<file path="src/rtl/lsu_mem_access.sv">
// LSU memory-access stage: one valid/ack bus transaction per M-stage load/store,
// with store lane placement and load alignment/extension.
module lsu_mem_access #(
  parameter int AW = 32,
  parameter int DW = 32
) (
  input  logic          clk_i,
  input  logic          rst_i,
  input  logic          memrq_i,
  input  logic          memwq_i,
  input  logic [AW-1:0] addr_i,
  input  logic [DW-1:0] wdata_i,
  input  logic [2:0]    funct3_i,
  output logic          bus_req_o,
  output logic          bus_we_o,
  output logic [AW-1:0] bus_addr_o,
  output logic [DW-1:0] bus_wdata_o,
  output logic [3:0]    bus_wmask_o,
  input  logic          bus_ack_i,
  input  logic [DW-1:0] bus_rdata_i,
  output logic [DW-1:0] rdata_o,
  output logic          rdata_valid_o,
  output logic          stall_o,
  output logic          mem_err_o
);

  typedef enum logic [1:0] {
    S_IDLE = 2'd0,
    S_REQ  = 2'd1,
    S_DONE = 2'd2
  } state_t;

  state_t        state_q, state_d;
  logic          bus_req_q, bus_we_q, rdata_valid_q;
  logic [AW-1:0] bus_addr_q;
  logic [DW-1:0] bus_wdata_q, rdata_q;
  logic [3:0]    bus_wmask_q;
  logic [2:0]    lat_f3_q;
  logic [1:0]    lat_off_q;

  logic          f3_ok, align_ok, req_legal, req_present;
  logic [DW-1:0] st_data;
  logic [3:0]    st_mask;
  logic [DW-1:0] ld_shift, ld_fmt;

  assign req_present = memrq_i | memwq_i;

  // Stores only allow B/H/W; loads add the unsigned variants.
  always_comb begin
    f3_ok    = 1'b0;
    align_ok = 1'b1;
    if (memwq_i) f3_ok = funct3_i inside {3'b000, 3'b001, 3'b010};
    else         f3_ok = funct3_i inside {3'b000, 3'b001, 3'b010, 3'b100, 3'b101};
    case (funct3_i[1:0])
      2'b01:   align_ok = ~addr_i[0];
      2'b10:   align_ok = (addr_i[1:0] == 2'b00);
      default: align_ok = 1'b1;
    endcase
    req_legal = (memrq_i ^ memwq_i) & f3_ok & align_ok;
  end

  always_comb begin
    st_data = wdata_i;
    st_mask = 4'b0000;
    if (memwq_i) begin
      case (funct3_i[1:0])
        2'b00: begin
          st_data = {4{wdata_i[7:0]}};
          st_mask = 4'b0001 << addr_i[1:0];
        end
        2'b01: begin
          st_data = {2{wdata_i[15:0]}};
          st_mask = addr_i[1] ? 4'b1100 : 4'b0011;
        end
        default: begin
          st_data = wdata_i;
          st_mask = 4'b1111;
        end
      endcase
    end
  end

  // funct3[2] selects zero-extension for BU/HU.
  always_comb begin
    ld_shift = bus_rdata_i >> {lat_off_q, 3'b000};
    case (lat_f3_q[1:0])
      2'b00:   ld_fmt = {{24{ld_shift[7]  & ~lat_f3_q[2]}}, ld_shift[7:0]};
      2'b01:   ld_fmt = {{16{ld_shift[15] & ~lat_f3_q[2]}}, ld_shift[15:0]};
      default: ld_fmt = ld_shift;
    endcase
  end

  always_comb begin
    state_d   = state_q;
    stall_o   = 1'b0;
    mem_err_o = 1'b0;
    case (state_q)
      S_IDLE: begin
        if (req_present) begin
          if (req_legal) begin
            stall_o = 1'b1;
            state_d = S_REQ;
          end else begin
            mem_err_o = 1'b1;
          end
        end
      end
      S_REQ: begin
        stall_o = 1'b1;
        if (bus_ack_i) state_d = S_DONE;
      end
      S_DONE:  state_d = S_IDLE;
      default: state_d = S_IDLE;
    endcase
  end

  always_ff @(posedge clk_i) begin
    if (rst_i) begin
      state_q       <= S_IDLE;
      bus_req_q     <= 1'b0;
      bus_we_q      <= 1'b0;
      bus_addr_q    <= '0;
      bus_wdata_q   <= '0;
      bus_wmask_q   <= 4'b0000;
      rdata_q       <= '0;
      rdata_valid_q <= 1'b0;
      lat_f3_q      <= 3'b000;
      lat_off_q     <= 2'b00;
    end else begin
      state_q <= state_d;
      case (state_q)
        S_IDLE: begin
          rdata_valid_q <= 1'b0;
          if (req_present && req_legal) begin
            bus_req_q   <= 1'b1;
            bus_we_q    <= memwq_i;
            bus_addr_q  <= {addr_i[AW-1:2], 2'b00};
            bus_wdata_q <= st_data;
            bus_wmask_q <= st_mask;
            lat_f3_q    <= funct3_i;
            lat_off_q   <= addr_i[1:0];
          end
        end
        S_REQ: begin
          if (bus_ack_i) begin
            bus_req_q     <= 1'b0;
            rdata_valid_q <= ~bus_we_q;
            if (!bus_we_q) rdata_q <= ld_fmt;
          end
        end
        default: rdata_valid_q <= 1'b0;
      endcase
    end
  end

  assign bus_req_o     = bus_req_q;
  assign bus_we_o      = bus_we_q;
  assign bus_addr_o    = bus_addr_q;
  assign bus_wdata_o   = bus_wdata_q;
  assign bus_wmask_o   = bus_wmask_q;
  assign rdata_o       = rdata_q;
  assign rdata_valid_o = rdata_valid_q;

endmodule
</file>
<file path="config.mk">
export PLATFORM = sky130hd
export DESIGN_NAME = lsu_mem_access
export DESIGN_NICKNAME = d
export VERILOG_FILES = /design/src/rtl/lsu_mem_access.sv
export SDC_FILE = /design/constraint.sdc
export NUM_CORES = 1
export LEC_CHECK = 0
export ABC_AREA = 1
export BUFFER_PORTS_ARGS = -buffer_cell sky130_fd_sc_hd__buf_2
export CAP_MARGIN = 20
export CORE_ASPECT_RATIO = 2
export CORE_MARGIN = 5
export CORE_UTILIZATION = 54
export CTS_CLUSTER_DIAMETER = 50
export DETAILED_ROUTE_END_ITERATION = 7
export MAX_ROUTING_LAYER = met4
export PLACE_DENSITY = 0.95
export SYNTH_ARGS = -nofsm -noshare
export SYNTH_HDL_FRONTEND = slang
export SYNTH_SLANG_ARGS = --single-unit
export TNS_END_PERCENT = 50
</file>
<file path="constraint.sdc">
create_clock -name clk_i -period 2.7 [get_ports clk_i]
set_clock_uncertainty 0.1 [all_clocks]
set_input_delay 0.405 -clock clk_i [delete_from_list [all_inputs] [get_ports clk_i]]
set_output_delay 0.405 -clock clk_i [all_outputs]
set_load 0.1 [all_outputs]
</file>
Yosys cells after proc, flatten, opt, wreduce, memory -nomap -nowiden --
Index checks and enable logic that the tools add are counted.
Cells by class: eq/ne operators 12, shift operators 2, mux-type cells 21, bitwise logic cells 10, reductions and logical operators 14
Operators by type and width (number):
- 32-bit one-hot mux with 2 select lines | 2
- 32-bit 2-to-1 mux | 1
- 32-bit by 5-bit right shift with 32-bit output | 1
- 3-bit AND reduction | 3
- 2-bit logical NOT | 4
- 1-bit 2-to-1 mux | 8
- 4-bit 2-to-1 mux | 2
- 2-bit inequality test, second input constant | 4
- 4-bit one-hot mux with 2 select lines | 1
- 2-bit by 1-bit == test with 1-bit output, second input constant | 3
- 3-bit == test, second input constant | 2
- 2-bit 2-to-1 mux | 3
- 1-bit one-hot mux with 2 select lines | 3
- 5-bit nonzero test | 1
- 1-bit AND | 4
- 1-bit NOT | 4
- 2-bit one-hot mux with 2 select lines | 1
- 1-bit by 2-bit left shift with 4-bit output, first input constant | 1
- 3-bit by 1-bit == test with 1-bit output, second input constant | 1
- 3-bit by 2-bit == test with 1-bit output, second input constant | 1
- 3-bit logical NOT | 1
- 3-bit nonzero test | 1
- 2-bit == test, second input constant | 1
- 2-bit AND reduction | 1
- 5 further kinds | 5
Word-level totals: bits in registers 108, output and inout bits 105, logic and storage cells 69

Depth between registers and ports, before layout --
Gate-level depths: netlist of the first run.
word-level depth 8, depth in mapped cells 12, gate-level depth less buffers 10

Worst setup path before layout of the first run --
No wires, ideal clock.
kind in2out, from input port memwq_i, to output port mem_err_o, arrival 1.939 ns, path slack 0.256 ns, stages on the path 7, buffers on the path 2, cells stage by stage inv_2 -> ha_1 -> nor3_2 -> buf_2 -> buf_2 -> o21ai_0 -> inv_1
Between the ends: cells in the longest elaborated chain, start to end 6, elaborated cells on any way between the ends 8, those cells by class 4 x mux; 4 x bitwise
Ends and longest elaborated chain:
- start, declared | line 10 | input logic memwq_i,
- 1-bit bitwise XOR or 1-bit 2-to-1 mux (tied branches) | line 59, 52
- 1-bit AND (2 in a row) | line 59 | req_legal = (memrq_i ^ memwq_i) & f3_ok & align_ok;
- 1-bit 2-to-1 mux | line 100 | if (req_legal) begin
- 1-bit 2-to-1 mux (*) | line 99 | if (req_present) begin
- 1-bit 2-to-1 mux (*) | line 97 | case (state_q)
- end, declared | line 24 | output logic mem_err_o
Every way passes the cells marked *; elsewhere a longest branch is shown, timed or not.

Final worst setup path of the first run --
from input port funct3_i[1], to output port mem_err_o
Between the ends: cells in the longest elaborated chain, start to end 8, elaborated cells on any way between the ends 16, those cells by class 6 x eq/ne; 5 x mux; 2 x bitwise; 3 x reduce/logical
Ends and longest elaborated chain:
- start, declared | line 13 | input logic [2:0] funct3_i,
- 3-bit by 1-bit == test with 1-bit output (tied with other cells) | line 52, 53
- 5-bit nonzero test or 3-bit nonzero test (tied branches) | line 53, 52
- 1-bit 2-to-1 mux | line 52 | if (memwq_i) f3_ok = funct3_i inside {3'b000, 3'b001, 3'b010};
- 1-bit AND | line 59
- 1-bit AND (*) | line 59
- 1-bit 2-to-1 mux (*) | line 100
- 1-bit 2-to-1 mux (*) | line 99
- 1-bit 2-to-1 mux (*) | line 97
Marked as above.

==> results of run 1 <==
==> cells in the mapped netlist (2+ instances only) <==
library cell  count  area share
o22ai_1           8      0.0088
buf_2            26       0.023
nand4_1           2      0.0022
buf_1             2      0.0013
inv_1            81       0.054
o21ai_1          19       0.017
or2_2             2      0.0022
o211ai_1          8       0.011
buf_4             7      0.0093
ha_1              4      0.0088
buf_6             3      0.0060
nor2_1           88       0.058
o21ai_0          48       0.042
buf_12            4       0.014
inv_2             5      0.0033
nand3_2          40       0.071
clkbuf_1         13      0.0086
a21oi_1          45       0.040
nand2_2           3      0.0033
dfxtp_1         108        0.38
nand2_1         206        0.14
nand3_1          27       0.024
nor2_2            2      0.0022
a21oi_2          40       0.062
==> worst max path at each step <==
stage / slack [ns] / cells after the start / to / from
after floorplan: 0.26 / 7 / mem_err_o / memwq_i
after global placement: 0.48 / 11 / mem_err_o / funct3_i[1]
after detailed placement: 0.44 / 11 / mem_err_o / funct3_i[1]
after CTS: 0.44 / 11 / mem_err_o / funct3_i[1]
after global routing: 0.30 / 11 / mem_err_o / funct3_i[1]
final: 0.44 / 11 / mem_err_o / funct3_i[1]
==> routing by layer <==
| metal | vias up | GRT usage |
|---|---|---|
| met5 | - | - |
| li1 | 2881 | - |
| met1 | 2660 | 0.288 |
| met4 | 0 | 0.221 |
| met3 | 92 | 0.0533 |
| met2 | 335 | 0.462 |
==> worst max-delay path: stages <==
cell	delay, ns
buf_2	0.12
inv_1	0.07
ha_1	0.22
inv_2	0.14
nand2_4	0.11
nand2_1	0.06
nand2_1	0.07
nand2_2	0.07
o21ai_0	0.21
inv_1	0.11
buf_12	0.18
==> sequential cells by signal, indices dropped and copies added (netlist names) <==
name,flops
bus_req_o,1
state_q,2
lat_f3_q,3
bus_wmask_o,4
bus_addr_o,30
bus_we_o,1
rdata_o,32
lat_off_q,2
rdata_valid_o,1
bus_wdata_o,32
==> final cells by class <==
| class | count | area, um2 |
|---|---|---|
| fillers | 898 | 3410 |
| flip-flops and latches | 108 | 2160 |
| well taps | 137 | 171 |
| repair buffers | 217 | 1180 |
| inverters | 87 | 329 |
| multi-input cells | 549 | 2850 |
| clock inverters | 4 | 55.1 |
| clock buffers | 12 | 256 |
==> stage by stage <==
stage / power [uW] / utilization / instances / cell area [um2]
after floorplan: 2610 / - / 799 / 5680
after global routing: 4360 / 0.673 / 1114 / 7010
final: 4210 / 0.673 / 1114 / 7010
after global placement: 2840 / 0.643 / 1098 / 6690
after detailed placement: 2860 / 0.643 / 1098 / 6690
after CTS: 4220 / 0.673 / 1114 / 7010
==> cell families after synthesis <==
family,count (synthesis),synth area share
AND/OR/NAND/NOR,374,0.308
flip-flops,108,0.381
AO/OA/AOI/OAI,169,0.181
adder cells (fa/ha/maj),4,0.00882
buffers and inverters,142,0.120
other,1,0.000661
==> power groups by stage <==
stage | clock network, uW | registers, uW | logic [uW]
floorplan | 0 | 2170 | 446
global placement | 0 | 1730 | 1120
detailed placement | 0 | 1730 | 1130
CTS | 1390 | 1690 | 1140
global route | 1450 | 1700 | 1210
finish | 1380 | 1690 | 1140
==> summary.txt, run 1 <==
CTS
  • H-tree depth: 3
  • Num CTS Buffers: 9
  • Clk_lat worst skew: 0.34 ns
  • Resize count post-CTS: 0
  • Root buf cell: clkbuf_16
  • CTS tree: done
  • Cts hold-fix bufs: 0
  • Post-CTS Setup Bufs: 0
  • Max clock buf depth: 2
  • Clock transition at the registers of the reported paths: 0.07 ns
  • Clk sink count: 108

Floorplan
  • Row count: 53
  • Ports: 209
  • Core region area: 0.0104 mm2
  • Die extent in x: 82.5 um
  • Initial core utilization: 0.545
  • Die Y: 155 um
  • DIE AREA: 0.0128 mm2

Cells and area
  • Most common cell after layout, fill and taps aside: nand2_1
  • Layout cells sized above 1: 0.337
  • Layout Nets: 1080
  • Most frequent cells in the layout: nand2_1, buf_2, dfxtp_1
  • Area delta synth->final: 23.4%
  • Ant diodes: 0

Yosys
  • Seq/Total Area, Yosys: 0.381
  • Library cells used by synthesis: 31
  • Cells after synthesis: 798
  • Post-synth ARST share: 0
  • Synth Warn #: 0
  • EDFF count, synth: 0
  • Primary FF master, synth: dfxtp_1
  • Synthesis-stage register bit count: 108
  • Mapped cell area: 0.00568 mm2
  • Avg Inst Size Synth: 7.11 um2

STA
  • WHS: 0.208 ns
  • Final Hold Viols: 0
  • Setup tns final: 0 ns
  • Fin. max-slew vios: 0
  • Final period utilization: 0.838
  • Final setup fails: 0
  • Setup WS post-layout: 0.437 ns
  • RSZ-0062 raised after global routing: false
  • Minimum clock period after layout: 2.26 ns
  • Max frequency: 0.442 GHz
  • Max-slew headroom: 0.372
  • Worst-Margin Slew: 0.942 ns

Placement
  • Dpl ws: 0.445 ns
  • Hpwl dp: 13000 um
  • Port bufs: 206
  • Routability cong.: 0.917

Worst setup path
  • Worst Path Arrival: 1.76 ns
  • Reg2reg end: rdata_o[7]$_SDFFE_PP0P_
  • Cells on worst reg2reg path: 7
  • Crit path kind: in2out
  • Critical Path Sink Type: primary output
  • R2R setup slack: 0.76 ns
  • Worst r2r src: state_q[0]$_SDFFE_PP0P_
  • CP Max Fanout: 11
  • Worst path required time: 2.19 ns
  • Startpoint types: input port

Routing
  • DR vias: 5968
  • Final ANT Viol Nets: 0
  • Starting DRT DRC Count: 472
  • Met3 WL post-DR: 1400 um
  • DRT Pass-1 Iters: 5
  • Uppermost layer routed: met4
  • Met2 wire length: 8940 um
  • Vias per cell: 5.36
  • Met1 WL: 5950 um
  • WL final: 17800 um
  • DR DRC count: 0
  • Wire length per cell: 16.0 um

Min path
  • Hold Path Cell Cnt: 3
  • Critical hold path startpoint: addr_i[11]
  • Hold Path End: bus_addr_o[11]$_SDFFE_PP0P_
  • Hold Crit Class: in2reg

GRT
  • All-Layer GR Usage: 0.284
  • Vias in the first global route: 5800
  • Global route total overflow: 0
  • Largest net degree at the start of global routing: 91
  • Initial antenna violation count: 0
  • Global-route wire length before repair: 27400 um

Power
  • Power Density: 601 mW/mm2
  • Clock share of power: 0.327
  • Peak supply drop: 0.460 mV
  • Power Internal: 2680 uW
  • Power share of the combinational group: 0.271
  • Sw frac: 0.364
  • Part of the power in registers: 0.402
  • Pleak: 0.00349 uW
  • Net Sw Power: 1530 uW

Flow run
  • Maximum capacitance violations: 0

Outcome
  • Run status: finished clean
Note: power is estimated with default switching activity, not from simulation.
==> run 2: changes to the inputs <==
--- a/config.mk
+++ b/config.mk
@@ -5,16 +5,16 @@
 export SDC_FILE = /design/constraint.sdc
 export NUM_CORES = 1
 export LEC_CHECK = 0
-export ABC_AREA = 1
+export ABC_AREA = 0
 export BUFFER_PORTS_ARGS = -buffer_cell sky130_fd_sc_hd__buf_2
 export CAP_MARGIN = 20
 export CORE_ASPECT_RATIO = 2
 export CORE_MARGIN = 5
-export CORE_UTILIZATION = 54
+export CORE_UTILIZATION = 43
 export CTS_CLUSTER_DIAMETER = 50
 export DETAILED_ROUTE_END_ITERATION = 7
 export MAX_ROUTING_LAYER = met4
-export PLACE_DENSITY = 0.95
+export PLACE_DENSITY = 0.87
 export SYNTH_ARGS = -nofsm -noshare
 export SYNTH_HDL_FRONTEND = slang
 export SYNTH_SLANG_ARGS = --single-unit
==> constraint.sdc (replaced) <==
create_clock -name clk_i -period 1.9 [get_ports clk_i]
set_clock_uncertainty 0.1 [all_clocks]
set_input_delay 0.285 -clock clk_i [delete_from_list [all_inputs] [get_ports clk_i]]
set_output_delay 0.285 -clock clk_i [all_outputs]
set_load 0.1 [all_outputs]
==> run 2 against run 1 <==
Compared with the run above:
- the flow now finishes with violations (setup timing)
- synthesized area fell by 13%
- final cell count fell by 16%
- setup slack worse by 0.52 ns
- power increased by 47%
- hold slack worse by 0.12 ns
- critical path type unchanged
==> summary.txt, run 2 <==
Yosys
  • Synth Warn #: 0
  • Cells after synthesis: 595
  • Commonest cells post-synth: dfxtp_1, a21oi_1, o21ai_0
  • Top cells by area, synth: dfxtp_1, a21oi_1, a211oi_1
  • Cell with the most instances after synthesis: dfxtp_1
  • Post-synth ARST share: 0
  • Library cells used by synthesis: 45
  • Primary FF master, synth: dfxtp_1
  • Mapped cell area: 0.00494 mm2
  • Avg Inst Size Synth: 8.30 um2
  • Seq/Total Area, Yosys: 0.438
  • EDFF count, synth: 0
  • Synth top area share: 0.438
  • Synthesis-stage register bit count: 108
  • Post-synth top area cell: dfxtp_1

GRT
  • Global-route wire length before repair: 26600 um
  • All-Layer GR Usage: 0.246
  • Vias in the first global route: 5283
  • Largest net degree at the start of global routing: 50
  • Global route total overflow: 0
  • Initial antenna violation count: 3

Cells and area
  • Layout fillers: 990
  • Multi-input gate area: 0.00266 mm2
  • Most frequent cells in the layout: buf_2, dfxtp_1, a21oi_1
  • Layout cells sized above 1: 0.368
  • Most common cell after layout, fill and taps aside: buf_2
  • Area delta synth->final: 38.1%
  • Register area: 0.00216 mm2
  • Layout Nets: 896

Routing
  • WL final: 17100 um
  • DRT Pass-1 Iters: 5
  • Met1 WL: 6300 um
  • DR vias: 5314
  • Starting DRT DRC Count: 349
  • Uppermost layer routed: met4
  • Wire length per cell: 18.2 um
  • Final ANT Viol Nets: 0
  • DR DRC count: 0
  • Met3 WL post-DR: 1130 um
  • Met2 wire length: 8750 um
  • Vias per cell: 5.67

Worst setup path
  • Cells on worst reg2reg path: 4
  • Startpoint types: input port
  • Worst path required time: 1.51 ns
  • Reg2reg end: bus_wmask_o[2]$_SDFFE_PP0P_
  • Critical Path Sink Type: primary output
  • CP Max Fanout: 3
  • R2R setup slack: 0.11 ns
  • Worst Path Arrival: 1.60 ns
  • Worst r2r src: state_q[0]$_SDFFE_PP0P_
  • Crit path kind: in2out

Placement
  • Port bufs: 206
  • Dpl ws: -0.335 ns
  • Hpwl dp: 12900 um
  • Routability cong.: 0.954

Outcome
  • Run status: finished, violations left
  • Violated checks: setup timing

STA
  • Worst-Margin Slew: 0.591 ns
  • Setup tns final: -0.0877 ns
  • Final Hold Viols: 0
  • Setup WS post-layout: -0.0850 ns
  • Max frequency: 0.504 GHz
  • Fin. max-slew vios: 0
  • WHS: 0.0858 ns
  • Final period utilization: 1.04
  • Max-slew headroom: 0.606
  • Final setup fails: 2
  • RSZ-0062 raised after global routing: true
  • Minimum clock period after layout: 1.98 ns

Floorplan
  • Die Y: 162 um
  • DIE AREA: 0.0139 mm2
  • Ports: 209
  • Core region area: 0.0113 mm2
  • Row count: 55
  • Die extent in x: 85.8 um
  • Initial core utilization: 0.438

CTS
  • Cts hold-fix bufs: 0
  • Num CTS Buffers: 9
  • Clk sink count: 108
  • Max clock buf depth: 2
  • Clock transition at the registers of the reported paths: 0.07 ns
  • Clk_lat worst skew: 0.34 ns
  • H-tree depth: 3
  • CTS tree: done
  • Root buf cell: clkbuf_16

Power
  • Power Density: 908 mW/mm2
  • Peak supply drop: 0.520 mV
  • Pleak: 0.00291 uW

Flow run
  • Maximum capacitance violations: 0

Min path
  • Hold Crit Class: in2reg
  • Critical hold path startpoint: addr_i[11]
  • Hold Path End: bus_addr_o[11]$_SDFFE_PP0P_
  • Hold Path Cell Cnt: 3
==> run 2: through the flow <==
step	total power, uW	area (um2)	cells	utilization
6_report	6200	6820	938	0.604
4_1_cts	6230	6800	935	0.603
3_3_place_gp	4330	6450	917	0.571
3_5_place_dp	4360	6450	917	0.571
5_1_grt	6440	6820	938	0.604
2_1_floorplan	3860	5110	596	-
==> run 2: power by group <==
group | total, uW | switching [uW] | internal (uW)
Sequential | 2430 | 58.4 | 2370
Combinational | 1900 | 1410 | 491
Clock | 1860 | 805 | 1060
==> run 2: logic make-up (layout without fill, tap and decap cells) <==
| logic type | after synthesis | count (layout) | share of synthesized area |
|---|---|---|---|
| DFF | 108 | 108 | 0.438 |
| buffers and inverters | 71 | 268 | 0.0603 |
| adders and majority gates | 4 | 4 | 0.0101 |
| and+or+nand+nor | 141 | 141 | 0.135 |
| other | 1 | 5 | 0.000759 |
| AOI/OAI and AO/OA | 246 | 246 | 0.303 |
| muxes | 24 | 24 | 0.0532 |
==> run 2: what timing repair did <==
action,CTS,global route
pin swaps,2,1
buffers inserted,2,0
setup endpoints to repair,2,26
resized for setup,11,3
==> run 2: critical path: stages <==
cell and delay (ns):
buf_8 0.09, inv_6 0.04, ha_4 0.16, nor3b_4 0.16, o311ai_4 0.33, nor4b_4 0.32
buf_12 0.21
==> run 2: worst max-delay path by stage <==
stage,cells after the start,slack [ns],endpoint,from
after floorplan,6,-0.50,mem_err_o,funct3_i[1]
after global placement,8,-0.24,bus_addr_o[2]$_SDFFE_PP0P_,funct3_i[1]
after detailed placement,8,-0.34,bus_addr_o[10]$_SDFFE_PP0P_,funct3_i[1]
after CTS,7,-0.1,mem_err_o,funct3_i[0]
after global routing,7,-0.14,mem_err_o,funct3_i[0]
final,7,-0.08,mem_err_o,funct3_i[0]
==> run 2: final cells by class <==
type | instances | share of cell area
Tap cell | 142 | 0.0260
Clock inverter | 4 | 0.00715
Sequential cell | 108 | 0.317
Multi-Input combinational cell | 417 | 0.390
Antenna cell | 3 | 0.00110
Clock buffer | 12 | 0.0361
Timing Repair Buffer | 244 | 0.215
Inverter | 8 | 0.00734
==> run 2: routing by layer <==
layer / up-vias / GRT usage
met1: 2452 / 0.261
met2: 236 / 0.411
li1: 2569 / -
met3: 57 / 0.0495
met5: - / -
met4: 0 / 0.153
==> run 3: changes to the inputs <==
--- a/config.mk
+++ b/config.mk
@@ -5,16 +5,16 @@
 export SDC_FILE = /design/constraint.sdc
 export NUM_CORES = 1
 export LEC_CHECK = 0
-export ABC_AREA = 0
 export BUFFER_PORTS_ARGS = -buffer_cell sky130_fd_sc_hd__buf_2
 export CAP_MARGIN = 20
 export CORE_ASPECT_RATIO = 2
 export CORE_MARGIN = 5
-export CORE_UTILIZATION = 43
+export CORE_UTILIZATION = 48
+export CTS_BUF_LIST = sky130_fd_sc_hd__clkbuf_4 sky130_fd_sc_hd__clkbuf_8 sky130_fd_sc_hd__clkbuf_16
 export CTS_CLUSTER_DIAMETER = 50
 export DETAILED_ROUTE_END_ITERATION = 7
 export MAX_ROUTING_LAYER = met4
-export PLACE_DENSITY = 0.87
+export PLACE_DENSITY = 0.91
 export SYNTH_ARGS = -nofsm -noshare
 export SYNTH_HDL_FRONTEND = slang
 export SYNTH_SLANG_ARGS = --single-unit
==> constraint.sdc (replaced) <==
create_clock -name clk_i -period 1.95 [get_ports clk_i]
set_clock_uncertainty 0.1 [all_clocks]
set_input_delay 0.2925 -clock clk_i [delete_from_list [all_inputs] [get_ports clk_i]]
set_output_delay 0.2925 -clock clk_i [all_outputs]
set_load 0.1 [all_outputs]
==> run 3 against run 2 <==
Compared with the run above:
- critical path type unchanged
- setup slack improved by 0.042 ns
- design area decreased by 0.81%
- via count increased by 3.0%
- the flow still finishes with violations (setup timing)
- highest routed layer unchanged
- first-iteration DRC count decreased by 20%
- largest cell class unchanged
==> summary.txt, run 3 (synthesized netlist as in run 2, its figures left out) <==
Worst setup path
  • CP endpoint: mem_err_o
  • Worst r2r src: lat_off_q[1]$_SDFFE_PP0P_
  • Most used cell, CP: buf_12
  • Reg2reg end: rdata_o[26]$_SDFFE_PP0P_
  • Crit path cell chain: buf_12 > inv_12 > ha_4 > nor2b_4 > o311ai_4 > nor4b_4 > buf_12
  • WP depth: 7
  • Worst path max stage delay: 0.32 ns
  • Crit path kind: in2out
  • Critical Path Sink Type: primary output
  • Worst path required time: 1.56 ns
  • Startpoint types: input port
  • CP Max Fanout: 4
  • CP delay by family, top: simple AND/OR/NAND/NOR gates
  • Slowest cell on the critical path: o311ai_4
  • Worst Path Arrival: 1.60 ns
  • Cells on worst reg2reg path: 4
  • Buf/Inv on CP: 3
  • R2R setup slack: 0.11 ns
  • CP Launch Point: funct3_i[1]

Routing
  • WL final: 16800 um
  • DRT Pass-1 Iters: 5
  • Vias per cell: 5.92
  • Wire length per cell: 18.2 um
  • DR vias: 5471
  • DR DRC count: 0
  • Final ANT Viol Nets: 0
  • Starting DRT DRC Count: 280

STA
  • Minimum clock period after layout: 1.99 ns
  • Final setup fails: 1
  • Max frequency: 0.502 GHz
  • Setup WS post-layout: -0.0432 ns
  • Setup tns final: -0.0432 ns
  • WHS: 0.0846 ns
  • Final period utilization: 1.02
  • Fin. max-slew vios: 0
  • Worst-Margin Slew: 0.657 ns
  • Max-slew headroom: 0.562
  • Final Hold Viols: 0
  • RSZ-0062 raised after global routing: true

CTS
  • Clk sink count: 108
  • Cts hold-fix bufs: 0
  • Num CTS Buffers: 9
  • Clk_lat worst skew: 0.35 ns
  • Clock transition at the registers of the reported paths: 0.07 ns
  • CTS tree: done
  • H-tree depth: 3
  • Max clock buf depth: 2
  • Root buf cell: clkbuf_16

Floorplan
  • Row count: 52
  • DIE AREA: 0.0125 mm2
  • Die Y: 153 um
  • Die extent in x: 81.7 um
  • Initial core utilization: 0.490
  • Ports: 209
  • Core region area: 0.0101 mm2

Cells and area
  • Layout cells sized above 1: 0.367
  • Layout Nets: 891
  • Most common cell after layout, fill and taps aside: buf_2
  • Area delta synth->final: 36.9%
  • Most frequent cells in the layout: buf_2, dfxtp_1, a21oi_1
  • Layout fillers: 850

GRT
  • Global-route wire length before repair: 25900 um
  • Initial antenna violation count: 1
  • Vias in the first global route: 5353
  • Largest net degree at the start of global routing: 61
  • Global route total overflow: 0
  • All-Layer GR Usage: 0.269

Power
  • Pleak: 0.00288 uW
  • Power Density: 884 mW/mm2
  • Peak supply drop: 0.693 mV

Outcome
  • Violated checks: setup timing
  • Run status: finished, violations left

Min path
  • Hold Crit Class: in2reg
  • Hold Path Cell Cnt: 3

Placement
  • Routability cong.: 0.864
  • Hpwl dp: 12400 um
  • Dpl ws: -0.193 ns
  • Port bufs: 206

Flow run
  • Maximum capacitance violations: 0
## run 3: metal layers
layer	GRT usage	share of wire
met3	0.0489	0.081
met2	0.456	0.53
met1	0.287	0.35
met4	0.141	0.043
met5	-	0
## run 3: worst min path at each step
stage                                        from                     endpoint  slack, ns
final                                   addr_i[8]   bus_addr_o[8]$_SDFFE_PP0P_       0.08
after floorplan                         bus_ack_i   rdata_valid_o$_SDFFE_PP0P_       0.30
after detailed placement  rdata_o[3]$_SDFFE_PP0P_      rdata_o[3]$_SDFFE_PP0P_       0.34
after global placement    rdata_o[5]$_SDFFE_PP0P_      rdata_o[5]$_SDFFE_PP0P_       0.34
after global routing                   addr_i[18]  bus_addr_o[18]$_SDFFE_PP0P_       0.09
after CTS                              addr_i[15]  bus_addr_o[15]$_SDFFE_PP0P_       0.07
## run 3: repair_timing
item,4_1_cts,5_1_grt
setup buffers,0,1
pin swaps,2,3
resized for setup,9,2
setup endpoints to repair,2,18
## run 3: final cells by class
class                   instances  area, um2  share of cell area
clock buffers                  10        239              0.0353
well taps                     135        169              0.0250
flip-flops and latches        108       2160               0.320
repair buffers                239       1440               0.212
clock inverters                 6       46.3             0.00684
inverters                       8       47.5             0.00703
diodes                          1       2.50            0.000370
multi-input cells             417       2660               0.393
## run 3: worst register-to-register path: stages, from the launching register on
cell	delay, ns
dfxtp_1	0.43
mux4_2	0.56
nand2b_1	0.21
o211ai_4	0.24
a211oi_1	0.15
## run 3: metrics by stage
stage | area (um2) | utilization | total power (uW) | instances
2_1_floorplan | 5110 | - | 3760 | 596
3_3_place_gp | 6420 | 0.637 | 4220 | 906
3_5_place_dp | 6420 | 0.637 | 4230 | 906
4_1_cts | 6740 | 0.669 | 6010 | 922
5_1_grt | 6770 | 0.671 | 6210 | 924
6_report | 6770 | 0.671 | 5980 | 924
## run 3: power by group
part           leakage (uW)  switching, uW  internal (uW)
Combinational       0.00186           1370            471
Clock              0.000141            853            916
Sequential         0.000877           58.1           2310
